$ cat src/rtl/imem_pkg.sv
`default_nettype none
// +-----------------------------------------------------------------------+
// | imem_pkg : shared constants and loader state encoding for imem_*       |
// | Rev 1.0  : initial release                                             |
// +-----------------------------------------------------------------------+
package imem_pkg;

  localparam int unsigned NOP_W = 64;
  localparam logic [NOP_W-1:0] NOP_WORD = '0;

  typedef enum logic [2:0] {
    IDLE    = 3'd0,
    LOAD    = 3'd1,
    DRAIN   = 3'd2,
    RELEASE = 3'd3,
    ERR     = 3'd4
  } loader_state_t;

endpackage
`default_nettype wire

$ cat src/rtl/imem_prog_loader_if.sv
`default_nettype none
// +-----------------------------------------------------------------------+
// | imem_prog_loader_if : program-load request and word stream             |
// | Rev 1.0  : initial release                                             |
// +-----------------------------------------------------------------------+
interface imem_prog_loader_if #(
  parameter int DATA_W = 16
);
  logic              load_start;
  logic              s_valid;
  logic [DATA_W-1:0] s_data;
  logic              s_last;
  logic              s_ready;

  modport master (output load_start, s_valid, s_data, s_last, input  s_ready);
  modport slave  (input  load_start, s_valid, s_data, s_last, output s_ready);
endinterface
`default_nettype wire

$ cat src/rtl/imem_array.sv
`default_nettype none
// +-----------------------------------------------------------------------+
// | imem_array : DEPTH x DATA_W storage, sync write, async read, no reset  |
// | Rev 1.0  : initial release                                             |
// +-----------------------------------------------------------------------+
module imem_array #(
  parameter int DATA_W = 16,
  parameter int DEPTH  = 32,
  parameter int ADDR_W = $clog2(DEPTH)
) (
  input  logic              clk,
  input  logic              i_we,
  input  logic [ADDR_W-1:0] i_waddr,
  input  logic [DATA_W-1:0] i_wdata,
  input  logic [ADDR_W-1:0] i_raddr,
  output logic [DATA_W-1:0] o_rdata
);

  logic [DATA_W-1:0] r_mem [DEPTH];

  always_ff @(posedge clk) begin
    if (i_we) r_mem[i_waddr] <= i_wdata;
  end

  assign o_rdata = r_mem[i_raddr];

endmodule
`default_nettype wire

$ cat src/rtl/imem_prog_loader.sv
`default_nettype none
// +-----------------------------------------------------------------------+
// | imem_prog_loader : instruction memory with runtime program-load port;  |
// | optional XOR checksum trailer enabled by IMEM_CHECKSUM_EN              |
// | Rev 1.0  : initial release                                             |
// +-----------------------------------------------------------------------+
module imem_prog_loader
  import imem_pkg::*;
#(
  parameter int DATA_W = 16,
  parameter int DEPTH  = 32,
  parameter int PC_W   = 16,
  parameter int ADDR_W = $clog2(DEPTH)
) (
  input  logic               CLK,
  input  logic               RST,
  imem_prog_loader_if.slave  ld,
  input  logic [PC_W-1:0]    fetch_addr,
  output logic [DATA_W-1:0]  fetch_data,
  output logic               cpu_hold,
  output logic               load_done,
  output logic               load_err,
  output logic [ADDR_W:0]    load_count
);

  loader_state_t     r_state, w_state_nxt;
  logic [ADDR_W-1:0] r_ptr;
  logic [ADDR_W:0]   r_count;
  logic              r_err, r_done;
  logic              w_xfer, w_start, w_store, w_set_err;
  logic [DATA_W-1:0] w_rd_data;
`ifdef IMEM_CHECKSUM_EN
  logic [DATA_W-1:0] r_csum;
`endif

  assign ld.s_ready = (r_state == LOAD) || (r_state == DRAIN);
  assign cpu_hold   = (r_state != IDLE);
  assign w_xfer     = ld.s_valid & ld.s_ready;
  assign w_start    = ld.load_start && ((r_state == IDLE) || (r_state == ERR));

  always_comb begin
    w_state_nxt = r_state;
    w_store     = 1'b0;
    w_set_err   = 1'b0;
    case (r_state)
      IDLE, ERR: if (w_start) w_state_nxt = LOAD;
      LOAD: begin
        if (w_xfer) begin
          if (ld.s_last) begin
`ifdef IMEM_CHECKSUM_EN
            // trailer word is the checksum, never stored
            if (r_csum == ld.s_data) begin
              w_state_nxt = RELEASE;
            end else begin
              w_state_nxt = ERR;
              w_set_err   = 1'b1;
            end
`else
            w_store     = 1'b1;
            w_state_nxt = RELEASE;
`endif
          end else begin
            w_store = 1'b1;
            if (r_ptr == ADDR_W'(DEPTH - 1)) begin
              w_state_nxt = DRAIN;
              w_set_err   = 1'b1;
            end
          end
        end
      end
      DRAIN:   if (w_xfer && ld.s_last) w_state_nxt = ERR;
      RELEASE: w_state_nxt = IDLE;
      default: w_state_nxt = IDLE;
    endcase
  end

  always_ff @(posedge CLK or negedge RST) begin
    if (!RST) begin
      r_state <= IDLE;
      r_ptr   <= '0;
      r_count <= '0;
      r_err   <= 1'b0;
      r_done  <= 1'b0;
    end else begin
      r_state <= w_state_nxt;
      r_done  <= (r_state == RELEASE);
      if (w_start) begin
        r_ptr   <= '0;
        r_count <= '0;
        r_err   <= 1'b0;
      end else begin
        if (w_store) begin
          r_ptr   <= r_ptr + 1'b1;
          r_count <= r_count + 1'b1;
        end
        if (w_set_err) r_err <= 1'b1;
      end
    end
  end

`ifdef IMEM_CHECKSUM_EN
  always_ff @(posedge CLK or negedge RST) begin
    if (!RST)         r_csum <= '0;
    else if (w_start) r_csum <= '0;
    else if (w_store) r_csum <= r_csum ^ ld.s_data;
  end
`endif

  imem_array #(
    .DATA_W (DATA_W),
    .DEPTH  (DEPTH),
    .ADDR_W (ADDR_W)
  ) u_array (
    .clk     (CLK),
    .i_we    (w_store),
    .i_waddr (r_ptr),
    .i_wdata (ld.s_data),
    .i_raddr (fetch_addr[ADDR_W-1:0]),
    .o_rdata (w_rd_data)
  );

  // the CPU sees NOPs while held or when running off the end of memory
  assign fetch_data = (!cpu_hold && (fetch_addr < PC_W'(DEPTH))) ? w_rd_data
                                                                 : NOP_WORD[DATA_W-1:0];
  assign load_done  = r_done;
  assign load_err   = r_err;
  assign load_count = r_count;

endmodule
`default_nettype wire

$ cat src/flat_wrapper.sv
// flat-port wrapper written by rule: the top's interface ports become plain ports
module imem_prog_loader_flat import imem_pkg::*;
#(
  parameter int DATA_W = 16,
  parameter int DEPTH  = 32,
  parameter int PC_W   = 16,
  parameter int ADDR_W = $clog2(DEPTH)
)
  (CLK, RST, fetch_addr, fetch_data, cpu_hold, load_done, load_err, load_count, ld_load_start, ld_s_valid, ld_s_data, ld_s_last, ld_s_ready);
  imem_prog_loader_if #(.DATA_W(DATA_W)) ld_i ();
  input  logic CLK;
  input  logic RST;
  input  logic [PC_W-1:0] fetch_addr;
  output logic [DATA_W-1:0] fetch_data;
  output logic cpu_hold;
  output logic load_done;
  output logic load_err;
  output logic [ADDR_W:0] load_count;
  input wire logic [$bits(ld_i.load_start)-1:0] ld_load_start;
  input wire logic [$bits(ld_i.s_valid)-1:0] ld_s_valid;
  input wire logic [$bits(ld_i.s_data)-1:0] ld_s_data;
  input wire logic [$bits(ld_i.s_last)-1:0] ld_s_last;
  output wire logic [$bits(ld_i.s_ready)-1:0] ld_s_ready;
  assign ld_i.load_start = ld_load_start;
  assign ld_i.s_valid = ld_s_valid;
  assign ld_i.s_data = ld_s_data;
  assign ld_i.s_last = ld_s_last;
  assign ld_s_ready = ld_i.s_ready;
  imem_prog_loader #(.DATA_W(DATA_W), .DEPTH(DEPTH), .PC_W(PC_W), .ADDR_W(ADDR_W)) u_core (.CLK(CLK), .RST(RST), .ld(ld_i), .fetch_addr(fetch_addr), .fetch_data(fetch_data), .cpu_hold(cpu_hold), .load_done(load_done), .load_err(load_err), .load_count(load_count));
endmodule
$ cat config.mk
export PLATFORM = sky130hd
export DESIGN_NAME = imem_prog_loader_flat
export DESIGN_NICKNAME = d
export VERILOG_FILES = /design/src/rtl/imem_pkg.sv /design/src/rtl/imem_prog_loader_if.sv /design/src/rtl/imem_array.sv /design/src/rtl/imem_prog_loader.sv /design/src/flat_wrapper.sv
export SDC_FILE = /design/constraint.sdc
export NUM_CORES = 1
export LEC_CHECK = 0
export ABC_AREA = 1
export BUFFER_PORTS_ARGS = -buffer_cell sky130_fd_sc_hd__buf_4
export CAP_MARGIN = 20
export CORE_UTILIZATION = 35
export DETAILED_ROUTE_END_ITERATION = 6
export GPL_ROUTABILITY_DRIVEN = 0
export GPL_TIMING_DRIVEN = 0
export PLACE_DENSITY_LB_ADDON = 0.1
export SLEW_MARGIN = 0
export SYNTH_ARGS = -nofsm -noshare
export SYNTH_HDL_FRONTEND = slang
export SYNTH_SLANG_ARGS = --single-unit
$ cat constraint.sdc
create_clock -name CLK -period 4.3 [get_ports CLK]
set_clock_uncertainty 0.15 [all_clocks]
set_input_delay 0.43 -clock CLK [delete_from_list [all_inputs] [get_ports CLK]]
set_output_delay 0.43 -clock CLK [all_outputs]
set_load 0.05 [all_outputs]
==> results of run 1 <==
-- report_power, final --
group | internal, uW | total, uW | switching [uW] | leakage, uW
clock | 2640 | 4680 | 2030 | 0.000870
combinational | 278 | 1090 | 807 | 0.00354
sequential | 5730 | 5770 | 41.4 | 0.00482
total | 8650 | 11500 | 2880 | 0.00923
-- cell type report --
| type | instances | area share |
|---|---|---|
| Clock buffer | 71 | 0.0604 |
| Multi-Input combinational cell | 1159 | 0.201 |
| Clock inverter | 32 | 0.00878 |
| Buffer | 113 | 0.0268 |
| Inverter | 37 | 0.00555 |
| Sequential cell | 528 | 0.619 |
| Tap cell | 782 | 0.0384 |
| Timing Repair Buffer | 95 | 0.0399 |
-- kinds of logic after synthesis --
kind of cell,count (synthesis),share of synthesized area
AOI/OAI and AO/OA,41,0.00960
adders and majority gates,6,0.00347
buffers and inverters,150,0.0381
DFF,528,0.729
and+or+nand+nor,1112,0.220
-- routing by layer --
layer | track usage | vias to the layer above | share of wire | wire, um
met5 | 0 | - | 0 | 0
met4 | 0.0580 | 0 | 0.022 | 1580
met3 | 0.0386 | 89 | 0.067 | 4700
met2 | 0.345 | 484 | 0.45 | 31600
met1 | 0.332 | 7316 | 0.46 | 32700
li1 | - | 6781 | - | -
-- worst register-to-register path, stage by stage, from the launching register on --
cell,delay (ns)
dfrtp_1,0.42
inv_1,0.09
nand3_1,0.12
nor2_1,0.31
buf_4,0.24
nand2_1,0.33
nor2_2,0.82
-- worst max path at each step --
stage / from / slack (ns) / end / cells after the start
floorplan: u_core.r_state[1] / 1.63 / u_core.u_array.r_mem[19][0] / 5
detailed placement: fetch_addr[1] / 1.11 / fetch_data[7] / 11
global route: u_core.r_state[0] / 0.87 / fetch_data[14] / 9
finish: u_core.r_state[0] / 1.04 / fetch_data[14] / 9
global placement: u_core.r_state[2] / -0.07 / u_core.u_array.r_mem[11][6] / 5
CTS: u_core.r_state[0] / 1.04 / fetch_data[5] / 9
-- layout by cell type, fill, tap and decap left out, types with 11 or more instances in the layout --
master     count
a21oi_1       23
buf_1         11
buf_2         45
buf_4         83
buf_6         20
buf_8         22
clkbuf_1      28
clkbuf_16     58
clkinv_1      15
clkinv_2      11
dfrtp_1       16
edfxtp_1     512
inv_1         34
nand2_1      584
nand3_1      449
nor2_1        35
nor2_2        30
o21ai_0       13
-- state kept, by name, summed over array words and instances (netlist names) --
signal                count
u_core.load_done          1
u_core.load_err           1
u_core.r_state            3
u_core.u_array.r_mem    512
u_core.r_ptr              5
u_core.load_count         6
-- timing repair --
item	4_1_cts	5_1_grt
hold buffers	2	0
setup endpoints to repair	0	0
endpoints found under the hold margin	18	0
-- metrics by stage --
stage                     utilization  cells  setup slack, ns
after floorplan                     -   1837             1.63
after global placement          0.380   2679          -0.0700
after detailed placement        0.391   2712             1.11
after CTS                       0.420   2817             1.04
after global routing            0.420   2817            0.874
final                           0.420   2817             1.04
==> results.md, run 1 <==
* Status: completed
* First-pass GRT wire length at slightly above 100 mm
* Die H at approximately 250 um
* Leak at 0.00923 uW
* Max cap viols at 0
* Synth top area share at 0.710
* Final setup viols at 0
* Root Driver: clkbuf_16
* Max Clk Rate at 307 MHz
* Cells after Synth at around 1800
* RSZ-0062 raised after global routing: no
* Diode count at 0
* VDD IR max at roughly 350 uV
* Worst R2R Setup Slack at ~1.4 ns
* Synth Net Count at 1880
* Total CTS buffers at 57
* Register area share after synthesis at 0.729
* Post-route antenna net violation count at 0
* Max_slew headroom at 0.400
* TritonCTS clock tree: done
* Core Box Area at between 60000 and 70000 um2
* Worst hold slack at 0.0435 ns
* Die area at approximately 63000 um2
* Register area at roughly 16000 um2
* PwrDens at between 400 and 500 nW/um2
* Initial antenna violation count at 0
* Critical path peak fanout at 10
* Post-CTS Setup Bufs at 0
* Dpl hpwl at 46.6 mm
* Crit. End Element: primary output
* Nets at ~2000
* Worst-margin pin slew at around 0.90 ns
* IO buf count at 60
* Die Wd at roughly 250 um
* Max Slew Vio Count at 0
* DR WL/cell at 25.0 um
* Final Cell Area at 25500 um2
* Critical path required time at between 3 and 4 ns
* Worst path bufs/invs at 4
* Netlist Area Pre-Place at about 22000 um2
* Leading area contributor after synthesis: edfxtp_1
* Worst-case reg-to-reg path depth at 6
* Post-synth top flop: edfxtp_1
* GR Util All Layers at 0.226
* Period minus WS final at between 3 and 4 ns
* Fillers at 5623
* I/O pins at 63
* Placed cell area at around 24000 um2
* Area of the multi-input gates at about 5100 um2
* Power, Total at between 10000 and 15000 uW
* Clk sinks at between 500 and 600
* Via count at 14700
* Mean Syn Cell Area at about 12 um2
* GR Overflow Total at 0
* Element type at the critical path start: register
* Hold crit path type: input port to asynchronous set/reset pin
* Post-synth ARST share at 0.0303
* Clock tree buffer depth at 3
* Post-DR vias/cell at between 5 and 6
* Fin Setup TNS at 0 ns
* Synth Register Bits at between 500 and 600
* Cell row count at 90
* CP Class: register to primary output
* Fraction of layout cells with a size suffix above 1 at 0.143
* Synth cell types at 25
* Commonest cells in the netlist: 584 x nand2_1, 512 x edfxtp_1, 449 x nand3_1
* CP arrival at roughly 2.7 ns
* CP delay by family, top: simple AND/OR/NAND/NOR gates
* Area growth syn-to-layout at 17.8%
* Vias in the first global route at about 14000
* Clock-pin slew on the worst setup and hold paths at around 0.06 ns
* Post-cts resize count at 0
* Clk_lat worst skew at about 0.63 ns
* Total wire length at roughly 70 mm
* Pin count of the biggest net entering global routing at 33
* Top cells by area, synth: edfxtp_1 71%, nand3_1 10%, nand2_1 10%
* Most numerous cell in the Yosys netlist: nand2_1
* Worst flop-to-flop path startpoint: u_core.r_state[1]
* Reg2reg end: u_core.u_array.r_mem[2][2]
* CP cell instances: nor2_2 > inv_1 > nor2_1 > inv_2 > nor2_2 > buf_4 > nand2_1 > nor2_1 > buf_4
* Slowest stage delay, CP at around 0.41 ns
* Residual DRC at 0
* Worst path slowest cell: dfrtp_1
* Detailed Routing Iterations Pass 1 at 5
* Number of synthesis warnings at 0
* Hold Vio Cnt, Final at 0
* Post-synth EDFFs at about 510
* Final worst-path cycle share at 0.757
* Initial DRC count at 1472
* Starting Density at 0.357
* H-tree depth at 2
Note: power is estimated with default switching activity, not from simulation.
==> run 2: changes to the inputs <==
clock period = 2.7 ns   (was 4.3 ns; I/O delays follow)
==> run 2 against run 1 <==
Compared with the run above:
- core utilization rose by 0.94 points
- highest routed layer is now met5
- wire length is 0.58% higher
- sequential share of layout area is 1.4 points lower
- global-route usage rose by 0.074 points
- clock-buffer cell count unchanged
- total power is 60% higher
- first-iteration DRC count shrank 3.6%
- register-to-register slack got worse by 1.3 ns
- via count increased by 0.95%
==> results.md, run 2 (synthesis gave the netlist of run 1 again) <==
* Max_slew headroom at 0.488
* Period minus WS final at 2.69 ns
* Max reg flops at around 510
* Core Box Area at slightly above 60000 um2
* Starting Density at 0.357
* Slowest stage delay, CP at ~0.47 ns
* Post-route antenna net violation count at 0
* NetSw at about 4700 uW
* Final setup viols at 0
* DR WL/cell at roughly 25 um
* Pin count of the biggest net entering global routing at 33
* Initial DRC count at 1419
* Dpl hpwl at around 47 mm
* RSZ-0062 raised after global routing: yes
* Hold crit path type: input port to register
* CP cell instances: buf_1 > inv_1 > clkbuf_1 > nand3_1 > nand2_1 > nand2_1 > nand2_1 > nor2_2 > buf_6
* Total wire length at just over 70 mm
* Worst-margin pin slew at between 0.7 and 0.8 ns
* Nets at between 2000 and 2500
* Most used cell, CP: nand2_1
* Fraction of layout cells with a size suffix above 1 at 0.165
* Crit. End Element: primary output
* Element type at the critical path start: input port
* VDD IR max at about 570 uV
* Clk_lat worst skew at 0.64 ns
* Most common cell after layout, fill and taps aside: nand2_1
* Final worst-path cycle share at 0.997
* Most frequent cells in the layout: 572 x nand2_1, 512 x edfxtp_1, 449 x nand3_1
* Leak at 0.00943 uW
* Max Clk Rate at 372 MHz
* Worst path bufs/invs at 4
* Cell row count at 90
* GR Util All Layers at 0.226
* Root Driver: clkbuf_16
* Max Slew Vio Count at 0
* Worst setup margin at around 0.0091 ns
* Placed cell area at ~24000 um2
* H-tree depth at 2
* Combinational power share at 0.099
* Post-DR vias/cell at 5.20
* Sequential share of power at 0.497
* Max cap viols at 0
* Clock tree buffer depth at 3
* Initial antenna violation count at 1
* Via count at 14800
* CP Class: input port to primary output
* I/O pins at 63
* Die H at ~250 um
* GR Overflow Total at 0
* Diode count at 0
* IO buf count at 60
* Residual DRC at 0
* Worst path slowest cell: buf_1
* Vias in the first global route at approximately 14000
* Die Wd at approximately 250 um
* TritonCTS clock tree: done
* Detailed Routing Iterations Pass 1 at 5
* Switching part of the total at 0.252
* Clock-pin slew on the worst setup and hold paths at about 0.06 ns
* Critical path peak fanout at 10
* PwrDens at about 710 nW/um2
* First-pass GRT wire length at 101 mm
* Area growth syn-to-layout at 20.4%
* CP delay by family, top: buffers and inverters
* Die area at 62800 um2
* Critical path required time at roughly 2.3 ns
* Status: completed
* Total CTS buffers at 57
* P_int at roughly 14000 uW
* Hold Vio Cnt, Final at 0
* Clk sinks at 528
* Clock power share at 0.403
* Post-place setup slack at -0.173 ns
* CP arrival at between 2 and 2.5 ns
* Final Cell Area at approximately 26000 um2
* Reg with most FFs: u_core.u_array.r_mem
==> run 2: cell count changes in the layout (fill, tap and decap cells not counted), sizes merged <==
cell         before  now
clkbuf           90   93
dlygate4sd3       2   19
buf             187  197
==> run 2: metrics by stage <==
step                total power [uW]   util  TNS, ns  hold slack, ns  instances
floorplan                      10300      -        0          -0.176       1837
global placement               11000  0.380  -415.48        -0.00522       2679
detailed placement             11100  0.391   -10.14        -0.00106       2712
CTS                            18600  0.426    -7.83        0.000100       2837
global route                   19100  0.429   -0.365         0.00469       2847
finish                         18500  0.429        0         0.00819       2847
==> run 2: power by group through the flow <==
stage | logic (uW) | registers [uW] | clock network [uW]
detailed placement | 1730 | 9360 | 0
global placement | 1680 | 9360 | 0
global route | 1990 | 9200 | 7880
floorplan | 890 | 9410 | 0
CTS | 1790 | 9190 | 7580
finish | 1840 | 9190 | 7460
==> run 2: path summary, 6_finish.rpt <==
path                            slack (ns)               from  depth (start not counted)                     endpoint
worst min register to register        0.35  u_core.r_state[2]                          1             u_core.load_done
min in group asynchronous             0.63                RST                          3            u_core.r_state[2]
max in group asynchronous             1.26                RST                          3              u_core.r_ptr[2]
worst max-delay path                 0.009      fetch_addr[3]                          9               fetch_data[12]
worst max register to register        0.11    u_core.r_ptr[3]                          9            u_core.r_state[0]
worst min-delay path                 0.008       ld_s_data[4]                          1  u_core.u_array.r_mem[20][4]
==> run 2: per-layer routing <==
layer / vias up / part of all wire / GRT usage / wire (um)
met5: - / 0.00018 / 0 / 13
met4: 2 / 0.020 / 0.0568 / 1430
met3: 89 / 0.063 / 0.0383 / 4450
met2: 504 / 0.45 / 0.347 / 31900
met1: 7371 / 0.47 / 0.333 / 33100
li1: 6843 / - / - / -
==> run 2: timing repair <==
action	in CTS	in global routing
resized for setup	43	44
buffers inserted	2	10
pin swaps	1	12
setup endpoints to repair	134	380
cloned	1	0
hold buffers	19	0
hold endpoints to repair	376	0
==> run 2: area by class of cell <==
cell class	count	area [um2]
Buffer	113	712
Clock buffer	71	1540
Clock inverter	32	224
Fill cell	5613	34600
Inverter	37	141
Multi-Input combinational cell	1159	5320
Sequential cell	528	15800
Tap cell	782	978
Timing Repair Buffer	125	1380
==> run 3: changes to the inputs <==
MAX_ROUTING_LAYER = met4   (was unset)
PLACE_DENSITY_LB_ADDON = 0.08   (was 0.1)
clock period = 2.9 ns   (was 2.7 ns; I/O delays follow)
==> run 3 against run 2 <==
Compared with the run above:
- sequential share of layout area grew 0.83 points
- critical path depth increased by 1
- wire length fell by 1.1%
- die area unchanged
- worst hold slack improved by 0.011 ns
- critical endpoint is now fetch_data[3]
==> results.md, run 3 (synthesis gave the netlist of run 1 again) <==
* Status: completed
* CP Class: input port to primary output
* Residual DRC at 0
* Post-DR vias/cell at roughly 5.2
* I/O pins at 63
* PwrDens at 657 nW/um2
* Switching part of the total at 0.253
* Sequential share of power at 0.506
* Most used cell, CP: nand2_1
* Post-place setup slack at -0.0843 ns
* Worst path slowest cell: clkbuf_1
* Nets at around 2000
* DR WL/cell at between 20 and 25 um
* Critical path peak fanout at 10
* CP delay by family, top: buffers and inverters
* CP arrival at 2.39 ns
* Cell row count at 90
* CP cell instances: buf_4 > inv_2 > clkbuf_1 > nand3_1 > nand3_1 > nand2_1 > nand2_1 > nand2_1 > nor2_1 > buf_4
* Hold Vio Cnt, Final at 0
* IO buf count at 60
* Fraction of layout cells with a size suffix above 1 at 0.148
* Root Driver: clkbuf_16
* Reg with most FFs: u_core.u_array.r_mem
* GR Overflow Total at 0
* Placed cell area at ~24000 um2
* Fillers at ~5600
* Combinational power share at 0.099
* Post-route antenna net violation count at 0
* Total wire length at ~70 mm
* Max Clk Rate at between 300 and 400 MHz
* Critical path required time at 2.46 ns
* Final worst-path cycle share at 0.974
* Detailed Routing Iterations Pass 1 at 7
* Dpl hpwl at 47.0 mm
* Clock-pin slew on the worst setup and hold paths at ~0.060 ns
* Hold crit path type: input port to register
* Worst path bufs/invs at 4
* Fin util at 0.424
* Die area at 62800 um2
* Clock tree buffer depth at 3
* VDD IR max at between 400 and 500 uV
* Element type at the critical path start: input port
* RSZ-0062 raised after global routing: yes
* Slowest stage delay, CP at between 0.4 and 0.5 ns
* H-tree depth at 2
* Clk_lat worst skew at 0.63 ns
* Core Box Area at around 61000 um2
* Initial antenna violation count at 0
* Clk sinks at 528
* Initial DRC count at 1519
* Most frequent cells in the layout: 582 x nand2_1, 512 x edfxtp_1, 449 x nand3_1
* Worst-margin pin slew at around 0.95 ns
* Die H at between 200 and 300 um
* Starting Density at 0.357
* Period minus WS final at around 2.8 ns
* Max Slew Vio Count at 0
* Via count at ~15000
* Most common cell after layout, fill and taps aside: nand2_1
* Crit. End Element: primary output
* GR Util All Layers at 0.232
* First-pass GRT wire length at 100 mm
* Area growth syn-to-layout at 18.8%
* Worst setup margin at between 0.07 and 0.08 ns
* Final setup viols at 0
* Clock power share at 0.394
* Max cap viols at 0
* NetSw at around 4300 uW
* Final Cell Area at approximately 26000 um2
* Max_slew headroom at 0.364
* Vias in the first global route at 14000
* Total CTS buffers at 57
* Pin count of the biggest net entering global routing at 33
* Die Wd at around 250 um
* TritonCTS clock tree: done
* P_int at between 10000 and 15000 uW
* Max reg flops at around 500
* Worst R2R Setup Slack at roughly 0.08 ns
* Leak at 0.00926 uW
==> run 3: area by class of cell <==
cell class | count | area (um2) | share of cell area
diodes | 1 | 2.50 | 0.0000973
plain buffers | 113 | 693 | 0.0270
clock buffers | 73 | 1490 | 0.0578
clock inverters | 30 | 183 | 0.00710
inverters | 37 | 141 | 0.00550
multi-input cells | 1159 | 5240 | 0.204
flip-flops and latches | 528 | 15800 | 0.613
well taps | 782 | 978 | 0.0380
repair buffers | 111 | 1220 | 0.0473
==> run 3: timing repair <==
item / in CTS / in global routing
hold endpoints to repair: 190 / 0
hold buffers: 16 / 0
endpoints found under the setup margin: 28 / 102
gates resized for setup: 10 / 39
setup buffers: 1 / 1
pin swaps: 1 / 1
==> run 3: worst paths after layout <==
kind	from	cells past startpoint	end
max	fetch_addr[2]	10	fetch_data[3]
min	ld_s_data[2]	1	u_core.u_array.r_mem[20][2]
max reg2reg	u_core.r_state[2]	6	u_core.u_array.r_mem[19][11]
min reg2reg	u_core.r_state[2]	1	u_core.load_done
max in group asynchronous	RST	3	u_core.load_count[1]
min in group asynchronous	RST	3	u_core.load_done
==> run 3: power groups by stage <==
stage | combinational (uW) | sequential [uW] | clock, uW
final | 1680 | 8560 | 6670
after global routing | 1820 | 8560 | 7080
after CTS | 1660 | 8560 | 6780
after detailed placement | 1620 | 8710 | 0
after global placement | 1570 | 8710 | 0
after floorplan | 829 | 8760 | 0
==> run 3: layer usage <==
| metal | track usage | up-vias | part of all wire |
|---|---|---|---|
| met5 | - | - | 0 |
| li1 | - | 6819 | - |
| met1 | 0.329 | 7308 | 0.46 |
| met3 | 0.0418 | 94 | 0.069 |
| met2 | 0.345 | 493 | 0.44 |
| met4 | 0.0549 | 0 | 0.022 |
==> run 3: metrics by stage <==
stage | TNS (ns) | hold slack (ns) | total power (uW) | instances
finish | 0 | 0.0187 | 16900 | 2834
global route | -2.66 | 0.0125 | 17500 | 2833
CTS | 0 | 0.00280 | 17000 | 2832
global placement | -299.94 | 0.0129 | 10300 | 2679
detailed placement | -0.566 | 0.0152 | 10300 | 2712
floorplan | 0 | -0.156 | 9590 | 1837
